### config.mk
export PLATFORM = sky130hd
export DESIGN_NAME = column_encoder
export DESIGN_NICKNAME = d
export VERILOG_FILES = /design/src/rtl/raycast_pkg.sv /design/src/rtl/sf_divider.sv /design/src/rtl/column_encoder.sv
export SDC_FILE = /design/constraint.sdc
export NUM_CORES = 1
export LEC_CHECK = 0
export BUFFER_PORTS_ARGS = -buffer_cell sky130_fd_sc_hd__buf_2
export CAP_MARGIN = 20
export CORE_MARGIN = 2
export CORE_UTILIZATION = 40
export CTS_CLUSTER_DIAMETER = 200
export CTS_CLUSTER_SIZE = 16
export DETAILED_ROUTE_END_ITERATION = 8
export SYNTH_ARGS = -nofsm -noshare
export SYNTH_HDL_FRONTEND = slang
export SYNTH_SLANG_ARGS = --single-unit
### constraint.sdc
create_clock -name clk -period 4.6 [get_ports clk]
set_input_delay 0.23 -clock clk [delete_from_list [all_inputs] [get_ports clk]]
set_output_delay 0.23 -clock clk [all_outputs]
set_load 0.01 [all_outputs]
### src/rtl/raycast_pkg.sv
// Shared ray-cast column constants, record type and encoder states.
// The decoder side uses the same constants.
package raycast_pkg;

  localparam int SCREEN_COLS  = 640;
  localparam int SCREEN_ROWS  = 480;
  localparam int SF_NUMERATOR = 32768;

  localparam logic [15:0] HALF_ROWS = 16'(SCREEN_ROWS / 2);
  localparam logic [9:0]  LAST_COL  = 10'(SCREEN_COLS - 1);

  typedef struct packed {
    logic [15:0] height;
    logic        wall_dir;
    logic [2:0]  tex_type;
    logic [5:0]  tex_col;
  } column_rec_t;

  typedef enum logic [2:0] {
    IDLE,
    DIV,
    W0,
    W1,
    W2,
    W3,
    PAD
  } enc_state_t;

  function automatic logic [15:0] wall_top(input logic [15:0] h);
    return HALF_ROWS - (h >> 1);
  endfunction

  function automatic logic [15:0] word0(input column_rec_t r);
    return {6'b0, r.wall_dir, r.tex_type, r.tex_col};
  endfunction

endpackage

### src/rtl/sf_divider.sv
// Restoring divider, NUMERATOR / divisor, one quotient bit per cycle.
// Fixed 16-cycle latency; a zero divisor saturates to all ones.
module sf_divider #(
  parameter int unsigned NUMERATOR = 32768
) (
  input  logic        clk,
  input  logic        reset,
  input  logic        start,
  input  logic [15:0] divisor,
  output logic        busy,
  output logic        done,
  output logic [15:0] quotient
);

  localparam logic [15:0] NUM = 16'(NUMERATOR);

  logic [15:0] dividend;
  logic [15:0] quot;
  logic [15:0] dvs;
  logic [15:0] rem;
  logic [3:0]  cnt;
  logic [16:0] trial;
  logic        fits;

  // Partial remainder is 17 bits wide before the compare-subtract.
  always_comb begin
    trial = {rem, dividend[15]};
    fits  = trial >= {1'b0, dvs};
  end

  always_ff @(posedge clk or posedge reset) begin
    if (reset) begin
      dividend <= '0;
      quot     <= '0;
      dvs      <= '0;
      rem      <= '0;
      cnt      <= '0;
      busy     <= 1'b0;
    end else if (start) begin
      dividend <= NUM;
      quot     <= '0;
      dvs      <= divisor;
      rem      <= '0;
      cnt      <= '0;
      busy     <= 1'b1;
    end else if (busy) begin
      rem      <= fits ? 16'(trial - {1'b0, dvs})
                       : trial[15:0];
      quot     <= {quot[14:0], fits};
      dividend <= dividend << 1;
      cnt      <= cnt + 4'd1;
      if (cnt == 4'd15) busy <= 1'b0;
    end
  end

  assign done     = busy && (cnt == 4'd15);
  assign quotient = (dvs == 16'd0) ? 16'hFFFF : quot;

endmodule

### src/rtl/column_encoder.sv
// Column record to four-word decoder write sequence, with frame
// length enforcement (blank-column padding on short frames).
module column_encoder
  import raycast_pkg::*;
(
  input  logic        clk,
  input  logic        reset,
  input  logic        in_valid,
  output logic        in_ready,
  input  logic [15:0] in_height,
  input  logic        in_wall_dir,
  input  logic [2:0]  in_tex_type,
  input  logic [5:0]  in_tex_col,
  input  logic        in_last,
  output logic        av_chipselect,
  output logic        av_write,
  output logic [15:0] av_writedata,
  output logic [9:0]  col_count,
  output logic        frame_done,
  output logic        frame_error
);

  enc_state_t  state;
  column_rec_t rec;
  column_rec_t in_rec;
  logic        last_q;
  logic        padding;
  logic        accept;
  logic        div_busy;
  logic        div_done;
  logic [15:0] div_q;
  logic [15:0] sf;

  assign in_rec = '{
    height:   in_height,
    wall_dir: in_wall_dir,
    tex_type: in_tex_type,
    tex_col:  in_tex_col
  };

  assign accept = (state == IDLE) && in_valid && in_ready;
  assign sf     = padding ? 16'hFFFF : div_q;

  sf_divider #(
    .NUMERATOR(SF_NUMERATOR)
  ) u_div (
    .clk      (clk),
    .reset    (reset),
    .start    (accept),
    .divisor  (in_height),
    .busy     (div_busy),
    .done     (div_done),
    .quotient (div_q)
  );

  always_ff @(posedge clk or posedge reset) begin
    if (reset) begin
      state         <= IDLE;
      rec           <= '0;
      last_q        <= 1'b0;
      padding       <= 1'b0;
      in_ready      <= 1'b0;
      av_write      <= 1'b0;
      av_chipselect <= 1'b0;
      av_writedata  <= '0;
      col_count     <= '0;
      frame_done    <= 1'b0;
      frame_error   <= 1'b0;
    end else begin
      frame_done <= 1'b0;
      unique case (state)
        IDLE: begin
          in_ready <= 1'b1;
          if (accept) begin
            rec      <= in_rec;
            last_q   <= in_last;
            in_ready <= 1'b0;
            state    <= DIV;
          end
        end
        DIV: begin
          if (div_done || !div_busy) begin
            av_write      <= 1'b1;
            av_chipselect <= 1'b1;
            av_writedata  <= word0(rec);
            state         <= W0;
          end
        end
        // PAD is the first word of a blank column
        W0, PAD: begin
          av_writedata <= rec.height;
          state        <= W1;
        end
        W1: begin
          av_writedata <= wall_top(rec.height);
          state        <= W2;
        end
        W2: begin
          av_writedata <= sf;
          state        <= W3;
        end
        W3: begin
          av_write      <= 1'b0;
          av_chipselect <= 1'b0;
          av_writedata  <= '0;
          if (col_count == LAST_COL) begin
            col_count  <= '0;
            frame_done <= 1'b1;
            if (!last_q) frame_error <= 1'b1;
            padding    <= 1'b0;
            in_ready   <= 1'b1;
            state      <= IDLE;
          end else begin
            col_count <= col_count + 10'd1;
            if (padding || last_q) begin
              if (!padding) frame_error <= 1'b1;
              padding       <= 1'b1;
              rec           <= '0;
              av_write      <= 1'b1;
              av_chipselect <= 1'b1;
              state         <= PAD;
            end else begin
              in_ready <= 1'b1;
              state    <= IDLE;
            end
          end
        end
        default: state <= IDLE;
      endcase
    end
  end

endmodule

==> insert_results.sql <==
INSERT INTO impl_metrics (metric_group, metric, value, unit) VALUES
('job', 'max_cap_violations', '0', ''),
('routing', 'route.detailed.drc', '0', ''),
('floorplanning', 'die_area', '16700', 'um2'),
('floorplanning', 'die_y', '129', 'um'),
('placement', 'post_place_cell_area', '6780', 'um2'),
('routing', 'drt_pre_antenna_iters', '5', ''),
('layout', 'leading_cell_types_in_the_layout_fill_and_taps_excluded', 'sky130_fd_sc_hd__nand2_1 (122), sky130_fd_sc_hd__dfrtp_1 (114), sky130_fd_sc_hd__nor2_1 (63)', ''),
('clock_tree', 'cts_resized', '0', ''),
('critical_path', 'crit_path_frequent_cell', 'sky130_fd_sc_hd__a21oi_1', ''),
('pwr', 'power.ir.vdd_worst', '508', 'uV'),
('routing', 'detail-route-antenna-nets', '0', ''),
('global_route', 'leftover_overflow_at_the_end_of_global_routing', '0', ''),
('clock_tree', 'cts_tree', 'yes', ''),
('routing', 'first_iter_violations', '409', ''),
('layout', 'multiInputGateArea', '3150', 'um2'),
('clock_tree', 'cts-htree-levels', '4', ''),
('layout', 'seq_area', '2880', 'um2'),
('pwr', 'total_leakage_power', '0.00358', 'uW'),
('clock_tree', 'clkLatencyLatePin', '410', 'ps'),
('min_path', 'holdCritPathClass', 'input pin to flip-flop', ''),
('logic_synthesis', 'synth.lib_cells_used.distinct', '64', ''),
('timing', 'final.hold.worst_slack', '21.6', 'ps'),
('critical_path', 'worst_setup_path_start_kind', 'flip-flop', ''),
('global_route', 'antenna_found_initial', '0', ''),
('min_path', 'hold-path-cell-count', '3', ''),
('routing', 'vias_per_cell', '5.36', ''),
('critical_path', 'critical_path_arrival', '2880', 'ps'),
('logic_synthesis', 'synth_sequential_area_ratio', '45.8', '%'),
('timing', 'grt_setup_unrepaired', 'false', ''),
('layout', 'layout_commonest_cell', 'sky130_fd_sc_hd__nand2_1', ''),
('routing', 'detailroute.wirelength.met3', '743', 'um'),
('global_route', 'grt_util_all_layers', '20.4', '%'),
('routing', 'routed-via-count', '5324', ''),
('status', 'status', 'finished clean', ''),
('routing', 'top_signal_layer_used', 'met4', ''),
('clock_tree', 'clk_pin_slew_worst_paths', '50', 'ps'),
('logic_synthesis', 'synth_nets', '768', ''),
('floorplanning', 'start_util', '41.2', '%'),
('timing', 'worstMarginPinSlew', '957', 'ps'),
('logic_synthesis', 'netlist_area', '6280', 'um2'),
('critical_path', 'setup.reg_to_reg.worst_slack', '1990', 'ps'),
('min_path', 'worst_hold_endpoint', 'last_q', ''),
('layout', 'final.fill_count', '1439', ''),
('placement', 'dp.final_hpwl', '11.4', 'mm'),
('clock_tree', 'cts_buffers', '17', ''),
('critical_path', 'critical-path-slowest-cell', 'sky130_fd_sc_hd__fa_1', ''),
('floorplanning', 'num_io_pins', '61', ''),
('timing', 'fmaxAchievable', '383', 'MHz'),
('clock_tree', 'tritoncts_num_sinks', '115', ''),
('timing', 'fin_tns_setup', '0', 'ps'),
('global_route', 'grt_pass1_vias', '5187', ''),
('layout', 'post_route_cells_drive_above_1_share', '13.7', '%'),
('global_route', 'grt_first_pass_wirelength', '26.7', 'mm'),
('logic_synthesis', 'synth_edf_count', '0', ''),
('logic_synthesis', 'ys.flop_type', 'sky130_fd_sc_hd__dfrtp_1', ''),
('logic_synthesis', 'syn_avg_cell_area', '8.75', 'um2'),
('timing', 'final.setup_skew', '8.29', 'ps'),
('timing', 'layout_min_cycle_time', '2610', 'ps'),
('placement', 'portBuffers', '60', ''),
('timing', 'timing_hold_violations_final', '0', ''),
('floorplanning', 'core_region_area', '15300', 'um2'),
('placement', 'gp_congestion', '0.862', ''),
('critical_path', 'timing.reg2reg.worst_path_depth', '9', ''),
('layout', 'fin_nets', '820', ''),
('floorplanning', 'fp-row-count', '45', ''),
('global_route', 'maximum_number_of_pins_on_one_net_before_global_route_repair', '84', ''),
('layout', 'final_non_filler_cell_area', '7500', 'um2'),
('critical_path', 'maximum_fanout_along_the_worst_path', '3', ''),
('critical_path', 'path_cells', 'ha_1 -> fa_1 -> nor2b_1 -> o31ai_1 -> a21oi_1 -> o21ai_0 -> o21a_1 -> o311ai_1 -> a21oi_1', ''),
('critical_path', 'setup.worst_path.end_class', 'flip-flop', ''),
('pwr', 'power_density', '903', 'nW/um2');
==> how the worst max path moves through the flow <==
stage,start,to,depth (start not counted)
2_1_floorplan,reset,av_write,1
3_3_place_gp,state[2],u_div.dvs[12],4
3_5_place_dp,u_div.dvs[14],u_div.rem[9],8
4_1_cts,u_div.dvs[0],u_div.rem[14],9
5_1_grt,col_count[7],rec[11],8
6_report,u_div.dvs[0],u_div.rem[14],9
==> layout make-up <==
| cell class | instances | share of cell area (%) |
|---|---|---|
| Inverter | 28 | 1.44 |
| Clock buffer | 23 | 6.11 |
| Clock inverter | 9 | 3.00 |
| Timing Repair Buffer | 70 | 5.57 |
| Multi-Input combinational cell | 538 | 42.0 |
| Sequential cell | 115 | 38.4 |
| Tap cell | 211 | 3.52 |
==> metal layers <==
metal  track usage (%)  vias to the layer above
met1              28.6                     2548
li1                  -                     2629
met5                 0                        -
met4              6.27                        0
met2              31.3                      129
met3              4.91                       18
==> synth_stat cells, drive strengths merged, types with 2 or more instances <==
library cell / number / share of area [%]
nand2: 123 / 7.5
dfrtp: 115 / 46
o21ai: 85 / 6.8
nor2: 64 / 3.9
a21oi: 60 / 4.8
clkbuf: 29 / 1.7
inv: 28 / 1.7
mux2i: 24 / 3.8
ha: 19 / 3.8
xnor2: 15 / 2.1
xor2: 15 / 2.1
nand3: 14 / 1.2
nor3: 12 / 0.96
a21o: 8 / 0.96
buf: 8 / 0.86
nand2b: 7 / 0.70
nand4: 7 / 0.70
nor4: 7 / 0.70
nor2b: 6 / 0.60
o21a: 6 / 0.72
a22oi: 5 / 0.60
a31oi: 5 / 0.50
a211oi: 4 / 0.48
o211ai: 4 / 0.48
and3: 3 / 0.30
o21bai: 3 / 0.36
o22ai: 3 / 0.30
o311ai: 3 / 0.42
or3: 3 / 0.38
a21boi: 2 / 0.24
a22o: 2 / 0.28
a32oi: 2 / 0.28
and2: 2 / 0.20
nand3b: 2 / 0.24
o2111ai: 2 / 0.28
o221ai: 2 / 0.38
o31a: 2 / 0.28
o31ai: 2 / 0.24
==> worst max-delay path, delay by kind of cell (launching register included) <==
kind	cells	cell delay (ps)
compound gates	6	1220
fa+ha+maj	2	660
flops	1	400
simple gates	1	180
==> power breakdown <==
group	internal (uW)	leakage, uW	switching, uW	total (uW)
sequential	1490	0.00143	437	1920
clock	1080	0.000322	454	1540
combinational	1370	0.00183	1940	3310
==> through the flow <==
step / std cells / setup WS [ps] / total power (uW) / utilization, %
2_1_floorplan: 718 / 1330 / 4410 / -
3_3_place_gp: 959 / 1960 / 5120 / 44.2
3_5_place_dp: 960 / 2040 / 5190 / 44.4
4_1_cts: 992 / 2030 / 6770 / 48.9
5_1_grt: 994 / 1710 / 7360 / 49.1
6_report: 994 / 1990 / 6770 / 49.1
==> state kept, by name (all words and copies together) (netlist names), 3 cells and up <==
register      flops
u_div.rem        16
u_div.cnt         4
state             3
u_div.dvs        16
av_writedata     16
u_div.quot       16
col_count        10
rec              26
==> cells by family (layout without fill, tap and decap cells) <==
family / Yosys count / count (layout) / synth area share, %
simple gates: 254 / 254 / 17.9
compound gates: 210 / 210 / 19.9
flops: 115 / 115 / 45.8
buf+inv: 65 / 130 / 4.26
xor+xnor: 30 / 30 / 4.18
mux: 24 / 24 / 3.82
fa+ha+maj: 20 / 20 / 4.10
No activity file was read; power rests on OpenSTA's default activity.
